[config.mk]
export PLATFORM = sky130hd
export DESIGN_NAME = tcdm_burst_sequencer_flat
export DESIGN_NICKNAME = d
export VERILOG_FILES = /design/src/rtl/tcdm_burst_sequencer_if.sv /design/src/rtl/tcdm_burst_sequencer.sv /design/src/flat_wrapper.sv
export SDC_FILE = /design/constraint.sdc
export NUM_CORES = 1
export LEC_CHECK = 0
export CAP_MARGIN = 20
export CORE_ASPECT_RATIO = 1.2
export CORE_MARGIN = 4
export CORE_UTILIZATION = 45
export DETAILED_ROUTE_END_ITERATION = 12
export GPL_TIMING_DRIVEN = 0
export PLACE_DENSITY = 0.77
export SLEW_MARGIN = 15
export SYNTH_ARGS = -nofsm -noshare
export SYNTH_HDL_FRONTEND = slang
export SYNTH_SLANG_ARGS = --single-unit
[constraint.sdc]
create_clock -name clk_i -period 4.9 [get_ports clk_i]
set_input_delay 0.98 -clock clk_i [delete_from_list [all_inputs] [get_ports clk_i]]
set_output_delay 0.98 -clock clk_i [all_outputs]
set_load 0.005 [all_outputs]
[src/rtl/tcdm_burst_sequencer_if.sv]
// Command / sub-burst request / response bus of the TCDM burst sequencer.
// Signal names carry the direction suffix as seen from the sequencer.
interface tcdm_burst_sequencer_if #(
   parameter int unsigned MaxBlen     = 4,
   parameter int unsigned LenWidth    = 8,
   parameter int unsigned AddrWidth   = 32,
   parameter int unsigned MetaIdWidth = 4
);
   localparam int unsigned BlenW = $clog2(MaxBlen) + 1;

   logic [AddrWidth-1:0]   cmd_addr_i;
   logic [LenWidth-1:0]    cmd_len_i;
   logic [MetaIdWidth-1:0] cmd_id_i;
   logic                   cmd_valid_i;
   logic                   cmd_ready_o;

   logic [AddrWidth-1:0]   breq_addr_o;
   logic [BlenW-1:0]       breq_blen_o;
   logic [MetaIdWidth-1:0] breq_id_o;
   logic                   breq_valid_o;
   logic                   breq_ready_i;

   logic                   rsp_valid_i;
   logic [BlenW-1:0]       rsp_words_i;

   // Sequencer side
   modport slave (
      input  cmd_addr_i, cmd_len_i, cmd_id_i, cmd_valid_i,
      output cmd_ready_o,
      output breq_addr_o, breq_blen_o, breq_id_o, breq_valid_o,
      input  breq_ready_i,
      input  rsp_valid_i, rsp_words_i
   );

   // Front-end / crossbar side
   modport master (
      output cmd_addr_i, cmd_len_i, cmd_id_i, cmd_valid_i,
      input  cmd_ready_o,
      input  breq_addr_o, breq_blen_o, breq_id_o, breq_valid_o,
      output breq_ready_i,
      output rsp_valid_i, rsp_words_i
   );
endinterface

[src/rtl/tcdm_burst_sequencer.sv]
// TCDM burst sequencer: splits one word-granular transfer command into
// MaxBlen-group-aligned sub-bursts, limits words in flight by a credit
// count and pulses done_o once every issued word has returned.
module tcdm_burst_sequencer #(
   parameter int unsigned NrBanks        = 16,
   parameter int unsigned MaxBlen        = 4,
   parameter int unsigned LenWidth       = 8,
   parameter int unsigned AddrWidth      = 32,
   parameter int unsigned ByteOffset     = 2,
   parameter int unsigned MetaIdWidth    = 4,
   parameter int unsigned MaxOutstanding = 8
) (
   input  logic                                clk_i,
   input  logic                                rst_ni,
   tcdm_burst_sequencer_if.slave               bus,
   output logic                                busy_o,
   output logic                                done_o,
   output logic [$clog2(MaxOutstanding+1)-1:0] outstanding_o
);

   localparam int unsigned BlenW = $clog2(MaxBlen) + 1;
   localparam int unsigned OutW  = $clog2(MaxOutstanding + 1);
   localparam int unsigned SumW  = $clog2(2 * MaxOutstanding + 1);
   localparam int unsigned WidxW = AddrWidth - ByteOffset;

   if (MaxBlen > NrBanks) begin : g_err_blen
      $error("MaxBlen must not exceed NrBanks");
   end
   if ((NrBanks == 0) || ((NrBanks & (NrBanks - 1)) != 0)) begin : g_err_banks
      $error("NrBanks must be a power of 2");
   end
   if ((MaxBlen == 0) || ((MaxBlen & (MaxBlen - 1)) != 0)) begin : g_err_blen_pow2
      $error("MaxBlen must be a power of 2");
   end
   if (MaxOutstanding < MaxBlen) begin : g_err_out
      $error("MaxOutstanding must be at least MaxBlen");
   end

   typedef enum logic [1:0] {Idle, Issue, Drain} state_e;

   state_e                 state_q, state_d;
   logic [WidxW-1:0]       widx_q, widx_d;
   logic [LenWidth-1:0]    rem_q, rem_d;
   logic [MetaIdWidth-1:0] id_q, id_d;
   logic [OutW-1:0]        out_q, out_d;
   logic                   done_q, done_d;
   logic                   valid_q, valid_d;
   logic [AddrWidth-1:0]   addr_q;
   logic [BlenW-1:0]       blen_q, sub_d, room_d;
   logic [MetaIdWidth-1:0] bid_q;

   logic                   hs, rsp_en, underflow;
   logic [SumW-1:0]        sum, out_nx;
   logic [WidxW-1:0]       grp_off;

   // Next-state of the sequencer; the next sub-burst is derived from the
   // next-state pointers so the request can be registered without a
   // combinational path from the command port.
   always_comb begin
      hs        = valid_q & bus.breq_ready_i;
      sum       = SumW'(out_q) + (hs ? SumW'(blen_q) : '0);
      rsp_en    = bus.rsp_valid_i && (state_q != Idle);
      underflow = rsp_en && (SumW'(bus.rsp_words_i) > sum);
      out_nx    = sum;
      if (rsp_en) out_nx = underflow ? '0 : (sum - SumW'(bus.rsp_words_i));
      out_d     = OutW'(out_nx);

      state_d = state_q;
      widx_d  = widx_q;
      rem_d   = rem_q;
      id_d    = id_q;
      done_d  = 1'b0;
      case (state_q)
         Idle: begin
            if (bus.cmd_valid_i) begin
               widx_d = WidxW'(bus.cmd_addr_i >> ByteOffset);
               rem_d  = bus.cmd_len_i;
               id_d   = bus.cmd_id_i;
               if (bus.cmd_len_i != '0) state_d = Issue;
               else                     done_d  = 1'b1;
            end
         end
         Issue: begin
            if (hs) begin
               widx_d = widx_q + WidxW'(blen_q);
               id_d   = id_q + MetaIdWidth'(blen_q);
               rem_d  = rem_q - LenWidth'(blen_q);
               if (rem_d == '0) state_d = Drain;
            end
         end
         Drain: begin
            if (out_d == '0) begin
               state_d = Idle;
               done_d  = 1'b1;
            end
         end
         default: state_d = Idle;
      endcase

      grp_off = widx_d & WidxW'(MaxBlen - 1);
      room_d  = BlenW'(MaxBlen) - BlenW'(grp_off);
      sub_d   = (32'(rem_d) < 32'(room_d)) ? BlenW'(rem_d) : room_d;
      valid_d = (state_d == Issue) &&
                ((SumW'(out_d) + SumW'(sub_d)) <= SumW'(MaxOutstanding));
   end

   // State, pointers, credit counter and registered request outputs
   always_ff @(posedge clk_i or negedge rst_ni) begin
      if (!rst_ni) begin
         state_q <= Idle;
         widx_q  <= '0;
         rem_q   <= '0;
         id_q    <= '0;
         out_q   <= '0;
         done_q  <= 1'b0;
         valid_q <= 1'b0;
         addr_q  <= '0;
         blen_q  <= '0;
         bid_q   <= '0;
      end else begin
         state_q <= state_d;
         widx_q  <= widx_d;
         rem_q   <= rem_d;
         id_q    <= id_d;
         out_q   <= out_d;
         done_q  <= done_d;
         valid_q <= valid_d;
         addr_q  <= AddrWidth'(widx_d) << ByteOffset;
         blen_q  <= sub_d;
         bid_q   <= id_d;
      end
   end

   assign bus.cmd_ready_o  = (state_q == Idle);
   assign bus.breq_valid_o = valid_q;
   assign bus.breq_addr_o  = addr_q;
   assign bus.breq_blen_o  = blen_q;
   assign bus.breq_id_o    = bid_q;
   assign busy_o           = (state_q != Idle);
   assign done_o           = done_q;
   assign outstanding_o    = out_q;

   a_no_underflow: assert property (@(posedge clk_i) disable iff (!rst_ni) !underflow)
      else $error("response words exceed outstanding count");
   a_no_rsp_idle: assert property (@(posedge clk_i) disable iff (!rst_ni)
      !(bus.rsp_valid_i && (state_q == Idle)))
      else $error("response received while idle");

endmodule

[src/flat_wrapper.sv]
// flat-port wrapper written by rule: the top's interface ports become plain ports
module tcdm_burst_sequencer_flat 
#(
   parameter int unsigned NrBanks        = 16,
   parameter int unsigned MaxBlen        = 4,
   parameter int unsigned LenWidth       = 8,
   parameter int unsigned AddrWidth      = 32,
   parameter int unsigned ByteOffset     = 2,
   parameter int unsigned MetaIdWidth    = 4,
   parameter int unsigned MaxOutstanding = 8
)
  (clk_i, rst_ni, busy_o, done_o, outstanding_o, bus_cmd_addr_i, bus_cmd_len_i, bus_cmd_id_i, bus_cmd_valid_i, bus_cmd_ready_o, bus_breq_addr_o, bus_breq_blen_o, bus_breq_id_o, bus_breq_valid_o, bus_breq_ready_i, bus_rsp_valid_i, bus_rsp_words_i);
  tcdm_burst_sequencer_if #(.MaxBlen(MaxBlen), .LenWidth(LenWidth), .AddrWidth(AddrWidth), .MetaIdWidth(MetaIdWidth)) bus_i ();
  input  logic clk_i;
  input  logic rst_ni;
  output logic busy_o;
  output logic done_o;
  output logic [$clog2(MaxOutstanding+1)-1:0] outstanding_o;
  input wire logic [$bits(bus_i.cmd_addr_i)-1:0] bus_cmd_addr_i;
  input wire logic [$bits(bus_i.cmd_len_i)-1:0] bus_cmd_len_i;
  input wire logic [$bits(bus_i.cmd_id_i)-1:0] bus_cmd_id_i;
  input wire logic [$bits(bus_i.cmd_valid_i)-1:0] bus_cmd_valid_i;
  output wire logic [$bits(bus_i.cmd_ready_o)-1:0] bus_cmd_ready_o;
  output wire logic [$bits(bus_i.breq_addr_o)-1:0] bus_breq_addr_o;
  output wire logic [$bits(bus_i.breq_blen_o)-1:0] bus_breq_blen_o;
  output wire logic [$bits(bus_i.breq_id_o)-1:0] bus_breq_id_o;
  output wire logic [$bits(bus_i.breq_valid_o)-1:0] bus_breq_valid_o;
  input wire logic [$bits(bus_i.breq_ready_i)-1:0] bus_breq_ready_i;
  input wire logic [$bits(bus_i.rsp_valid_i)-1:0] bus_rsp_valid_i;
  input wire logic [$bits(bus_i.rsp_words_i)-1:0] bus_rsp_words_i;
  assign bus_i.cmd_addr_i = bus_cmd_addr_i;
  assign bus_i.cmd_len_i = bus_cmd_len_i;
  assign bus_i.cmd_id_i = bus_cmd_id_i;
  assign bus_i.cmd_valid_i = bus_cmd_valid_i;
  assign bus_cmd_ready_o = bus_i.cmd_ready_o;
  assign bus_breq_addr_o = bus_i.breq_addr_o;
  assign bus_breq_blen_o = bus_i.breq_blen_o;
  assign bus_breq_id_o = bus_i.breq_id_o;
  assign bus_breq_valid_o = bus_i.breq_valid_o;
  assign bus_i.breq_ready_i = bus_breq_ready_i;
  assign bus_i.rsp_valid_i = bus_rsp_valid_i;
  assign bus_i.rsp_words_i = bus_rsp_words_i;
  tcdm_burst_sequencer #(.NrBanks(NrBanks), .MaxBlen(MaxBlen), .LenWidth(LenWidth), .AddrWidth(AddrWidth), .ByteOffset(ByteOffset), .MetaIdWidth(MetaIdWidth), .MaxOutstanding(MaxOutstanding)) u_core (.clk_i(clk_i), .rst_ni(rst_ni), .bus(bus_i), .busy_o(busy_o), .done_o(done_o), .outstanding_o(outstanding_o));
endmodule
==> flow_summary.json, run 1 <==
{
  "synth_top_family_by_area": "simple AND/OR/NAND/NOR gates",
  "drt-initial-drc-count": 208,
  "postSynthCellCount": 442,
  "cts_max_path_buffers": 2,
  "syn_to_final_growth_pct": 36.8,
  "slowest_stage": "fa_1",
  "synth_warnings": 0,
  "cp-end-kind": "flip-flop",
  "first_pass_iters": 4,
  "drc": 0,
  "sw_frac_of_total_pct": 44.5,
  "hold_viol": 0,
  "worstMarginPinSlew_ns": 0.697,
  "max_slew_margin_pct": 52.9,
  "timing.fmax_mhz": 211,
  "start_util_pct": 46.9,
  "final-setup-viol-count": 0,
  "pwr-share-comb_pct": 68.1,
  "clkTransAtPathRegs_ns": 0.11,
  "worstPathCellList": "buf_2, nand4b_1, buf_8, nor2_1, or3_4, ha_4, inv_1, ha_2, nor4_4, a21oi_2, nor4_4, mux2_4, ha_1, inv_1, fa_1, nand3b_1, nor2_1, or3_1, a32oi_1, a21boi_1",
  "p_leak_uw": 0.00221,
  "num_vias": 3852,
  "async_flop_share_pct": 100,
  "grt_pass1_wl_mm": 18.7,
  "synth-adder-area-share_pct": 11.2,
  "die_y_um": 110,
  "vias_per_cell": 5.73,
  "min_period_over_period_pct": 96.7,
  "hold_buffers": 0,
  "post-synth-top-area-fraction_pct": 34.3,
  "clock_latency_ns": 0.33,
  "dpl.hpwl_mm": 8.70,
  "cap_violations": 0,
  "crit_type": "in -> reg",
  "powerDensity_nw_per_um2": 670,
  "avgSynthCellArea_sq_um": 8.75,
  "ys_seq_area_share_pct": 34.3,
  "r2r_start": "u_core.bus.breq_blen_o[0]",
  "gp_congestion": 0.887,
  "hold_ws_ns": 0.539,
  "synthFlopType": "dfrtp_1",
  "final_util_pct": 64.2,
  "multi_input_comb_area_sq_um": 2430,
  "htreeDepth": 2,
  "r2r_setup_slack_ns": 0.26,
  "synth_compound_area_share_pct": 20.3,
  "die_w_um": 92.6,
  "drive_gt1_share_pct": 10.4,
  "wire_per_inst_um": 17.3,
  "power.internal_uw": 1970,
  "required_ns": 5.11,
  "finalCriticalPeriod_ns": 4.74,
  "ios": 99,
  "numCtsBuffers": 5,
  "synthMuxAreaShare_pct": 2.72,
  "status": "complete, no violations",
  "reg2reg_depth": 19,
  "synth_xor_area_share_pct": 2.72,
  "rows": 36,
  "synth_area_leaders": "dfrtp_1, ha_1, nand2_1",
  "register_area_sq_um": 1330,
  "min_from": "u_core.id_q[2]",
  "clock-sinks": 53,
  "grt_usage_pct": 23.1,
  "dpl-instance-area_sq_um": 4980,
  "nets": 640,
  "slowest_delay_ns": 0.43,
  "switching_power_uw": 1580,
  "synth_edf_count": 0,
  "synth_area_sq_um": 3870,
  "min_path_type": "reg -> reg",
  "drtAntennaViolNets": 0,
  "synth.ff_latch_count": 53,
  "yosys.area.top_type": "dfrtp_1",
  "vdd_ir_drop_max_mv": 0.407,
  "worstPathArrival_ns": 4.95,
  "grt_pass1_vias": 3899,
  "r2r_end": "u_core.bus.breq_valid_o",
  "fin_worst_skew_ns": 0.0188,
  "final_area_sq_um": 5290,
  "worstPathMaxFanout": 19,
  "diodes": 0,
  "port_buffers": 94,
  "cts_tree": "yes",
  "yosys.area_share.simple_pct": 23.1,
  "hold_depth": 2,
  "synth.distinct_cells": 62,
  "antenna_found_initial": 0,
  "grt_start_max_net_pins": 54,
  "dieArea_sq_um": 10100,
  "hold_end": "u_core.id_q[2]",
  "crit_family": "simple AND/OR/NAND/NOR gates",
  "nFillCells": 697,
  "clkPwrFrac_pct": 7.8,
  "critPathBufInv": 4,
  "core_sq_um": 8240,
  "startpoint_type": "primary input",
  "root_buffer": "clkbuf_8",
  "overflow": 0,
  "power.share.sequential_pct": 24.2,
  "routed_wl_mm": 11.6,
  "report.final.slew_viol_count": 0
}
[layout make-up]
| type | count | area share [%] |
|---|---|---|
| Buffer | 19 | 2.29 |
| Multi-Input combinational cell | 335 | 46.0 |
| Clock inverter | 3 | 0.473 |
| Clock buffer | 5 | 1.30 |
| Sequential cell | 53 | 25.1 |
| Tap cell | 114 | 2.70 |
| Timing Repair Buffer | 108 | 19.7 |
| Inverter | 35 | 2.48 |
[flip-flops by register name (all words and copies together), names as in the netlist]
register                 flops
u_core.bus.breq_blen_o       3
u_core.outstanding_o         4
u_core.done_o                1
u_core.bus.breq_valid_o      1
u_core.bus.breq_addr_o      30
u_core.rem_q                 8
u_core.id_q                  4
u_core.state_q               2
[power groups by stage]
stage | Sequential, uW | Clock (uW) | Combinational (uW)
after global routing | 889 | 294 | 2640
after CTS | 851 | 279 | 2260
after global placement | 849 | 0 | 1990
final | 857 | 275 | 2410
after floorplan | 815 | 0 | 1360
after detailed placement | 854 | 0 | 2060
[tightest hold or removal path, delay by kind of cell, from the launching register on]
kind             cells  cell delay (ns)
flip-flops           1             0.39
AO/OA/AOI/OAI        1             0.06
AND/OR/NAND/NOR      1             0.05
[cell usage after synthesis, types with 7 or more instances]
master,count
xor2_1,7
nand4_1,7
dfrtp_1,53
o211ai_1,8
ha_1,25
nor2_1,30
nand3_1,16
a21oi_1,16
nor4_1,13
nand2_1,48
inv_1,35
a221o_1,10
o21ai_0,28
nor3b_1,9
clkbuf_1,16
[metrics by stage]
step                      setup TNS [ns]  cells  setup WS (ns)  total power, uW
final                                  0    672          0.162             3550
after global routing             -0.0517    672        -0.0517             3820
after CTS                              0    669         0.0249             3400
after detailed placement           -1.25    651          -1.25             2910
after global placement             -1.17    651          -1.17             2840
after floorplan                        0    443        0.00785             2180
[how the worst max path moves through the flow]
stage / from / cells after the start / to / slack, ns
global route: bus_breq_ready_i / 20 / u_core.bus.breq_valid_o / -0.05
floorplan: bus_cmd_valid_i / 20 / u_core.bus.breq_valid_o / 0.008
detailed placement: bus_cmd_valid_i / 21 / u_core.bus.breq_valid_o / -1.25
global placement: bus_cmd_valid_i / 21 / u_core.bus.breq_valid_o / -1.17
CTS: bus_cmd_valid_i / 21 / u_core.bus.breq_valid_o / 0.02
finish: bus_breq_ready_i / 20 / u_core.bus.breq_valid_o / 0.16
[cells by family (layout without fill, tap and decap cells)]
kind of cell | count (synthesis) | after routing
AO/OA/AOI/OAI | 112 | 112
buffers and inverters | 55 | 170
XOR/XNOR | 12 | 12
flip-flops | 53 | 53
AND/OR/NAND/NOR | 168 | 168
multiplexers | 10 | 10
other | 1 | 2
adder cells (fa/ha/maj) | 31 | 31
[cells in the final DEF (no fill, tap or decap), types with 3 or more instances in the layout]
| cell type | n |
|---|---|
| a211o_1 | 4 |
| a21o_1 | 6 |
| a21oi_1 | 15 |
| a221o_1 | 10 |
| a31o_2 | 3 |
| a31oi_1 | 4 |
| and3_1 | 6 |
| buf_4 | 17 |
| clkbuf_1 | 11 |
| clkbuf_8 | 8 |
| clkdlybuf4s50_1 | 91 |
| dfrtp_1 | 53 |
| fa_1 | 6 |
| ha_1 | 22 |
| inv_1 | 35 |
| mux2_2 | 3 |
| mux2i_1 | 6 |
| nand2_1 | 48 |
| nand2b_1 | 6 |
| nand3_1 | 16 |
| nand3b_1 | 5 |
| nand4_1 | 7 |
| nor2_1 | 30 |
| nor2b_1 | 4 |
| nor3_1 | 5 |
| nor3b_1 | 9 |
| nor4_1 | 12 |
| o211ai_1 | 8 |
| o21ai_0 | 27 |
| o311ai_0 | 6 |
| o31ai_1 | 3 |
| or3_1 | 4 |
| xnor2_1 | 5 |
| xor2_1 | 7 |
[layer usage]
| layer | routed length [um] | part of all wire [%] | vias to the layer above | global-route usage (%) |
|---|---|---|---|---|
| met5 | 0 | 0 | - | 0 |
| met4 | 199 | 1.7 | 0 | 7.64 |
| met3 | 798 | 6.9 | 20 | 3.97 |
| met2 | 5970 | 51 | 151 | 42.9 |
| met1 | 4640 | 40 | 1829 | 26.9 |
| li1 | - | - | 1852 | - |
[timing repair]
action | 4_1_cts | 5_1_grt
hold endpoints to repair | 0 | 0
setup endpoints to repair | 1 | 1
pin swaps | 10 | 10
setup buffers | 10 | 4
gates resized for setup | 29 | 7
(Power assumes the default switching activity.)
==> inputs of run 2 (changes only) <==
--- a/config.mk
+++ b/config.mk
@@ -10,7 +10,7 @@
 export CORE_MARGIN = 4
 export CORE_UTILIZATION = 45
 export DETAILED_ROUTE_END_ITERATION = 12
-export GPL_TIMING_DRIVEN = 0
+export HOLD_SLACK_MARGIN = 0.15
 export PLACE_DENSITY = 0.77
 export SLEW_MARGIN = 15
 export SYNTH_ARGS = -nofsm -noshare
==> flow_summary.json, run 2 (synthesis results as in run 1) <==
{
  "status": "complete, no violations",
  "grt_setup_unrepaired": "no",
  "worstPathArrival_ns": 4.94,
  "routed_wl_mm": 11.7,
  "clkPwrFrac_pct": 6.8,
  "min_period_over_period_pct": 96.7,
  "worstPathMaxFanout": 5,
  "p_leak_uw": 0.00230,
  "htreeDepth": 2,
  "max_slew_margin_pct": 31.5,
  "powerDensity_nw_per_um2": 690,
  "start_util_pct": 46.9,
  "finalCriticalPeriod_ns": 4.74,
  "die_w_um": 92.6,
  "core_sq_um": 8240,
  "largest_reg_flops": 30,
  "drtAntennaViolNets": 0,
  "rows": 36,
  "final_area_sq_um": 5450,
  "power.internal_uw": 2110,
  "vdd_ir_drop_max_mv": 0.408,
  "nets": 651,
  "report.final.slew_viol_count": 0,
  "vias_per_cell": 5.75,
  "nFillCells": 687,
  "overflow": 0,
  "multi_input_comb_area_sq_um": 2480,
  "grt_pass1_wl_mm": 18.4,
  "final_cell_mix": "clkdlybuf4s50_1, dfrtp_1, nand2_1",
  "num_vias": 3925,
  "cts_tree": "yes",
  "diodes": 0,
  "first_pass_iters": 5,
  "hold_viol": 0,
  "worstMarginPinSlew_ns": 1.02,
  "wire_per_inst_um": 17.2,
  "pwr-share-comb_pct": 70.2,
  "timing.fmax_mhz": 211,
  "fin_worst_skew_ns": 0.0136,
  "numCtsBuffers": 5,
  "hold_ws_ns": 0.541,
  "switching_power_uw": 1640,
  "dpl.hpwl_mm": 8.70,
  "dp.cells": 668,
  "drt-initial-drc-count": 244,
  "min_path_type": "reg -> reg",
  "cts_max_path_buffers": 2,
  "instances_no_fill": 683,
  "drive_gt1_share_pct": 14.9,
  "pre_cts_ws_ns": -0.573,
  "sw_frac_of_total_pct": 43.7,
  "cp-end-kind": "flip-flop",
  "dieArea_sq_um": 10100,
  "r2r_setup_slack_ns": 0.23,
  "grt_start_max_net_pins": 54,
  "final-setup-viol-count": 0,
  "power.share.sequential_pct": 22.9,
  "dpl-instance-area_sq_um": 5160,
  "crit_type": "in -> reg",
  "drc": 0,
  "port_buffers": 94,
  "gp_congestion": 0.902,
  "die_y_um": 110,
  "antenna_found_initial": 0,
  "startpoint_type": "primary input",
  "cap_violations": 0,
  "ios": 99,
  "syn_to_final_growth_pct": 40.9,
  "required_ns": 5.10,
  "root_buffer": "clkbuf_8",
  "final_common_cell": "clkdlybuf4s50_1",
  "setup_ws_ns": 0.161,
  "clkTransAtPathRegs_ns": 0.10,
  "clock_latency_ns": 0.32,
  "clock-sinks": 53,
  "hold_buffers": 0,
  "grt_pass1_vias": 3842,
  "register_area_sq_um": 1330,
  "grt_usage_pct": 22.6
}
run 2: changes by cell type in the layout (fill, tap and decap cells not counted), moves of 3 or more:
cell      before  now
clkbuf_8       8    5
nor2_1        30   27
buf_4         17   42
clkbuf_1      11    1
nor2_2         0    3
run 2: timing repair:
action / 4_1_cts / 5_1_grt
pin swaps: 8 / 12
resized for setup: 14 / 19
setup buffers: 5 / 2
cloned: 0 / 0
setup endpoints to repair: 1 / 1
run 2: area by class of cell:
class / instances / share of cell area [%]
multi-input cells: 335 / 45.5
inverters: 35 / 2.41
flip-flops and latches: 53 / 24.3
well taps: 114 / 2.62
repair buffers: 138 / 23.5
clock inverters: 2 / 0.276
clock buffers: 6 / 1.33
run 2: power by group through the flow:
| stage | clock network, uW | registers, uW | logic, uW |
|---|---|---|---|
| floorplan | 0 | 815 | 1360 |
| global placement | 0 | 848 | 2230 |
| detailed placement | 0 | 859 | 2320 |
| CTS | 265 | 855 | 2430 |
| global route | 278 | 893 | 2890 |
| finish | 256 | 861 | 2640 |
run 2: worst paths after layout:
path	start	cells past startpoint	end
worst max-delay path	bus_breq_ready_i	20	u_core.bus.breq_valid_o
worst min-delay path	u_core.id_q[2]	2	u_core.id_q[2]
worst max register to register	u_core.bus.breq_blen_o[0]	20	u_core.bus.breq_valid_o
worst min register to register	u_core.id_q[2]	2	u_core.id_q[2]
max in group asynchronous	rst_ni	2	u_core.bus.breq_addr_o[7]
min in group asynchronous	rst_ni	2	u_core.bus.breq_addr_o[28]
run 2: metal layers:
layer,global-route usage [%],up-vias,share of wire [%]
met4,5.55,0,1.9
met1,28.1,1917,40
met3,3.35,21,6.2
li1,-,1867,-
met2,41.4,120,52
met5,0,-,0
run 2: worst max-delay path: stages:
cell           delay [ns]
dlygate4sd2_1        0.25
buf_4                0.15
nand4b_1             0.11
nor2_1               0.07
or3_4                0.39
ha_4                 0.27
inv_1                0.04
ha_2                 0.19
nor4_4               0.24
a21oi_2              0.11
nor4_4               0.34
mux2_4               0.34
ha_1                 0.20
inv_1                0.07
fa_1                 0.43
nand3b_1             0.14
nor2_1               0.05
or3_1                0.30
a32oi_1              0.19
a21boi_1             0.08
run 2: stage by stage:
step / power (uW) / setup TNS, ns / utilization [%]
floorplan: 2180 / 0 / -
global placement: 3080 / -0.461 / 62.6
detailed placement: 3180 / -0.573 / 62.6
CTS: 3550 / 0 / 64.8
global route: 4060 / 0 / 66.1
finish: 3760 / 0 / 66.1
